$ cat src/rtl/countdown_timer_ctrl.sv
// MM:SS BCD countdown for the irrigation valve: loads a preset, divides the clock down to a 1 s tick,
// and decrements the digit chain with borrow ripple, pulsing done when the count reaches 00:00.
module countdown_timer_ctrl #(
    parameter int PRESCALE = 50_000_000,
    parameter int PW       = 26
) (
    input  logic        clock,
    input  logic        reset,
    input  logic        load,
    input  logic [15:0] preset,
    input  logic        start,
    input  logic        pause,
    output logic [15:0] digits,
    output logic        running,
    output logic        done,
    output logic        load_err
);

    typedef enum logic [1:0] {
        IDLE   = 2'd0,
        READY  = 2'd1,
        RUN    = 2'd2,
        PAUSED = 2'd3
    } state_t;

    localparam logic [PW-1:0] PRESC_LAST = PW'(PRESCALE - 1);

    state_t        state_q,    state_d;
    logic [PW-1:0] presc_q,    presc_d;
    logic [15:0]   digits_q,   digits_d;
    logic          running_q,  running_d;
    logic          done_q,     done_d;
    logic          load_err_q, load_err_d;

    logic          load_ok;
    logic          pause_ok;
    logic          tick;

    function automatic logic preset_valid(input logic [15:0] p);
        return (p[15:12] <= 4'd9) && (p[11:8] <= 4'd9) &&
               (p[7:4]   <= 4'd5) && (p[3:0]  <= 4'd9);
    endfunction

    // Only called with a non-zero count, so min_tens never underflows.
    function automatic logic [15:0] bcd_dec(input logic [15:0] d);
        logic [15:0] r;
        logic        borrow;
        r      = d;
        borrow = 1'b1;
        if (d[3:0] == 4'd0) begin
            r[3:0] = 4'd9;
        end else begin
            r[3:0] = d[3:0] - 4'd1;
            borrow = 1'b0;
        end
        if (borrow) begin
            if (d[7:4] == 4'd0) begin
                r[7:4] = 4'd5;
            end else begin
                r[7:4] = d[7:4] - 4'd1;
                borrow = 1'b0;
            end
        end
        if (borrow) begin
            if (d[11:8] == 4'd0) begin
                r[11:8] = 4'd9;
            end else begin
                r[11:8] = d[11:8] - 4'd1;
                borrow  = 1'b0;
            end
        end
        if (borrow) begin
            r[15:12] = d[15:12] - 4'd1;
        end
        return r;
    endfunction

    always_ff @(posedge clock or posedge reset) begin
        if (reset) begin
            state_q    <= IDLE;
            presc_q    <= '0;
            digits_q   <= '0;
            running_q  <= 1'b0;
            done_q     <= 1'b0;
            load_err_q <= 1'b0;
        end else begin
            state_q    <= state_d;
            presc_q    <= presc_d;
            digits_q   <= digits_d;
            running_q  <= running_d;
            done_q     <= done_d;
            load_err_q <= load_err_d;
        end
    end

    assign load_ok  = load && preset_valid(preset);
    assign pause_ok = !load && !start && pause && (state_q == RUN);
    assign tick     = (presc_q == PRESC_LAST);

    always_comb begin
        state_d    = state_q;
        presc_d    = presc_q;
        digits_d   = digits_q;
        done_d     = 1'b0;
        load_err_d = 1'b0;

        if (load) begin
            if (load_ok) begin
                digits_d = preset;
                presc_d  = '0;
                state_d  = (preset == 16'h0000) ? IDLE : READY;
            end else begin
                load_err_d = 1'b1;
            end
        end else if (start) begin
            if ((state_q == READY) || (state_q == PAUSED)) begin
                state_d = RUN;
            end
        end else if (pause_ok) begin
            state_d = PAUSED;
        end

        // A rejected preset or an ignored start does not disturb a run in progress.
        if ((state_q == RUN) && !load_ok && !pause_ok) begin
            if (tick) begin
                presc_d = '0;
                if (digits_q == 16'h0001) begin
                    digits_d = 16'h0000;
                    state_d  = IDLE;
                    done_d   = 1'b1;
                end else if (digits_q == 16'h0000) begin
                    state_d = IDLE;
                end else begin
                    digits_d = bcd_dec(digits_q);
                end
            end else begin
                presc_d = presc_q + PW'(1);
            end
        end

        running_d = (state_d == RUN);
    end

    assign digits   = digits_q;
    assign running  = running_q;
    assign done     = done_q;
    assign load_err = load_err_q;

endmodule
$ cat config.mk
export PLATFORM = sky130hd
export DESIGN_NAME = countdown_timer_ctrl
export DESIGN_NICKNAME = d
export VERILOG_FILES = /design/src/rtl/countdown_timer_ctrl.sv
export SDC_FILE = /design/constraint.sdc
export NUM_CORES = 1
export LEC_CHECK = 0
export ABC_AREA = 1
export BUFFER_PORTS_ARGS = -buffer_cell sky130_fd_sc_hd__buf_4
export CORE_UTILIZATION = 40
export DETAILED_ROUTE_END_ITERATION = 12
export SKIP_CTS_REPAIR_TIMING = 1
export SLEW_MARGIN = 15
export SYNTH_ARGS = -nofsm -noshare
export SYNTH_HDL_FRONTEND = slang
export SYNTH_SLANG_ARGS = --single-unit
$ cat constraint.sdc
create_clock -name clock -period 2.7 [get_ports clock]
set_clock_uncertainty 0.2 [all_clocks]
set_input_delay 0.135 -clock clock [delete_from_list [all_inputs] [get_ports clock]]
set_output_delay 0.135 -clock clock [all_outputs]
set_load 0.01 [all_outputs]
==> key figures <==
Yosys
  – Post-synthesis async set-or-reset flop share: between 90% and 100%
  – Syn nets: just over 500
  – Seq/Total Area, Yosys: between 30% and 40%
  – Top FF cell, synth: dfrtp_1
  – Synth area leader: dfrtp_1
  – Synthesized cell area: between 3000 and 4000 sq um
  – Top cell type's share of synthesized area: between 30 and 40%
  – Post-synth EDFFs: 0
  – Avg Cell Area, Syn: around 6.9 sq um
  – Synthesized netlist cell count: 481
  – Post-synth cell types: 34
  – Synth area leaders: dfrtp_1 36%, nand2_1 14%, inv_1 7.9%
  – Synth Register Bits: 47
  – YS warnings: 0

Setup path
  – CP startpoint: preset[1]
  – Worst setup EP type: flop
  – Crit-path max FO: 16
  – Arr. time, crit path: between 2000 and 2500 ps
  – Critical path data required time: 2720 ps
  – CP Launch Type: primary input
  – Reg2reg start: presc_q[0]
  – R2R Setup Slk: approximately 400 ps
  – Kind of critical path: in -> reg
  – Worst R2R Path Depth: 8
  – End point of the critical path: presc_q[14]
  – R2R Path End: running

Clock network
  – Clk buf depth: 2
  – Worst-path clk slew: about 110 ps
  – CTS sink count: 47
  – Root buffer cell: clkbuf_8
  – H-tree depth: 2
  – CTS tree: built
  – TritonCTS Buffers: 5
  – Clock latency on the worst-skew pair: just over 300 ps

Routing
  – Initial drt markers: about 160
  – Post-route ant nets: 0
  – First-pass detailed-route iteration total: 5
  – DRT met1 WL: between 3000 and 4000 um
  – WL met3: approximately 400 um
  – Wirelength, routed: a little under 9000 um
  – Vias: 3224
  – Top Metal Used: met4
  – Avg WL per Cell: about 14 um
  – Via density: 5.10
  – Residual DRC: 0
  – Met2 Wirelength: 4390 um

Die
  – CORE AREA: between 7000 and 8000 sq um
  – Rows: 32
  – DIE HEIGHT: around 93 um
  – Die width: a little over 90 um
  – Top-Level Pins: 40
  – Initial core utilization: around 42%
  – Die area: between 8000 and 9000 sq um

Place
  – # placed instances: 619
  – Placer Congestion: ~0.92
  – Hpwl dp: 6710 um
  – Placed cell areas: 3710 sq um
  – Port Buf Inserts: 39
  – Post-Place Setup Slack: approximately 440 ps

Global routing
  – Vias in the first global route: around 3000
  – Tot GR Track Use: between 20 and 25%
  – Initial antenna violation count: 0
  – Total grt overflow: 0
  – First-pass GRT wire length: 14600 um
  – Largest net degree at the start of global routing: 33

STA
  – Final setup fails: 0
  – RSZ-0062 raised after global routing: no
  – Final setup margin: 349 ps
  – Rel. slew slack: about three fifths
  – Min cycle time layout: around 2400 ps
  – Final Cycle Share: between 80 and 90%
  – Total negative slack: 0 ps
  – Slew @ Worst Pin: about 600 ps
  – Peak Freq: roughly 430 MHz
  – Hold Fails Final Rpt: 2
  – Final Max Slew Viols: 0
  – Worst slack on hold paths: -20.2 ps

Layout
  – Commonest non-fill, non-tap cells in the layout: 123 x nand2_1, 69 x inv_1, 49 x nor2_1, 47 x dfrtp_1, 46 x nand3_1
  – Area occupied by multi-input gates: about 1800 sq um
  – Sequential cell area: about 1200 sq um
  – Area delta synth->final: 17.3%
  – Final cell count without fillers: 632
  – Most common cell after layout, fill and taps aside: nand2_1
  – Filler instances: ~820
  – Diode count: 0
  – Number of nets in the layout: 553
  – Post-route cell area: just under 4000 sq um
  – Layout cell share with drive strength beyond 1: between 10 and 15%

Pwr
  – Peak VDD IR: between 0.3 and 0.4 mV
  – PwrDens: about 710 nW/um^2
  – Leakage power: roughly 1.9 nW
  – Tot Pwr: ~0.0028 W

Hold path
  – Hold Crit Class: in -> reg

Status
  – Outcome: finished with violations
  – Failing checks: negative hold slack

Job
  – Max_cap viols: 0
-- cell type report --
type	count	area share, %
multi-input cells	352	46.4
flip-flops and latches	47	30.3
repair buffers	49	9.81
inverters	74	7.16
well taps	102	3.29
clock buffers	5	1.77
clock inverters	3	1.23
-- cell families (layout without fill, tap and decap cells) --
family	count (synthesis)	count (layout)	synth area share, %
adders and majority gates	3	3	1.14
and+or+nand+nor	265	265	37.0
xor gates and xnor gates	22	22	5.83
buffers and inverters	82	131	9.95
AOI/OAI and AO/OA	62	62	10.5
DFF	47	47	35.6
-- state kept, by name (all words and copies together), names as in the netlist --
signal	flops
digits	16
state_q	2
load_err	1
done	1
running	1
presc_q	26
-- power by group --
group	internal, W	switching, W	total, W
sequential	0.000918	0.000250	0.00117
clock	0.000281	0.000278	0.000559
combinational	0.000426	0.000598	0.00102
total	0.00163	0.00113	0.00275
-- worst min path at each step --
| stage | startpoint | endpoint | slack (ps) | depth (start not counted) |
|---|---|---|---|---|
| finish | preset[2] | digits[2] | -20 | 5 |
| global route | preset[2] | digits[2] | 20 | 5 |
| CTS | reset | presc_q[3] | -420 | 2 |
| detailed placement | reset | presc_q[7] | -60 | 2 |
| global placement | reset | presc_q[4] | -80 | 2 |
| floorplan | load | load_err | 70 | 2 |
-- layer usage --
metal / GRT usage, % / vias to the layer above
met5: 0 / -
met4: 5.90 / 0
met3: 3.20 / 15
met2: 38.8 / 78
met1: 26.4 / 1487
li1: - / 1644
-- worst max-delay path: stages --
cell,delay (ps)
dlygate4sd3_1,540
buf_4,140
nor2_1,180
nor2_1,70
nor2_2,180
nand3_2,170
nand3_4,230
nand2_1,260
buf_4,270
o22ai_1,170
-- synthesized netlist by cell type (4+ instances only) --
cell,count
nor2_1,49
nand2_2,4
nand4_1,8
nor3_1,12
nand3_1,46
dfrtp_1,47
nand3_2,5
o22ai_1,20
inv_2,4
and2_1,4
o21ai_1,6
o21ai_0,25
a21oi_1,9
inv_1,70
buf_2,5
nor2_2,4
nand2_1,123
xor2_1,21
-- per-stage QoR --
step | hold WS, ps | util (%)
6_report | -20.2 | 49.4
5_1_grt | 19.1 | 49.4
4_1_cts | -418 | 48.8
3_5_place_dp | -64.4 | 47.3
3_3_place_gp | -78.0 | 47.3
2_1_floorplan | 74.4 | -
Power figures use the tool's default switching activity.
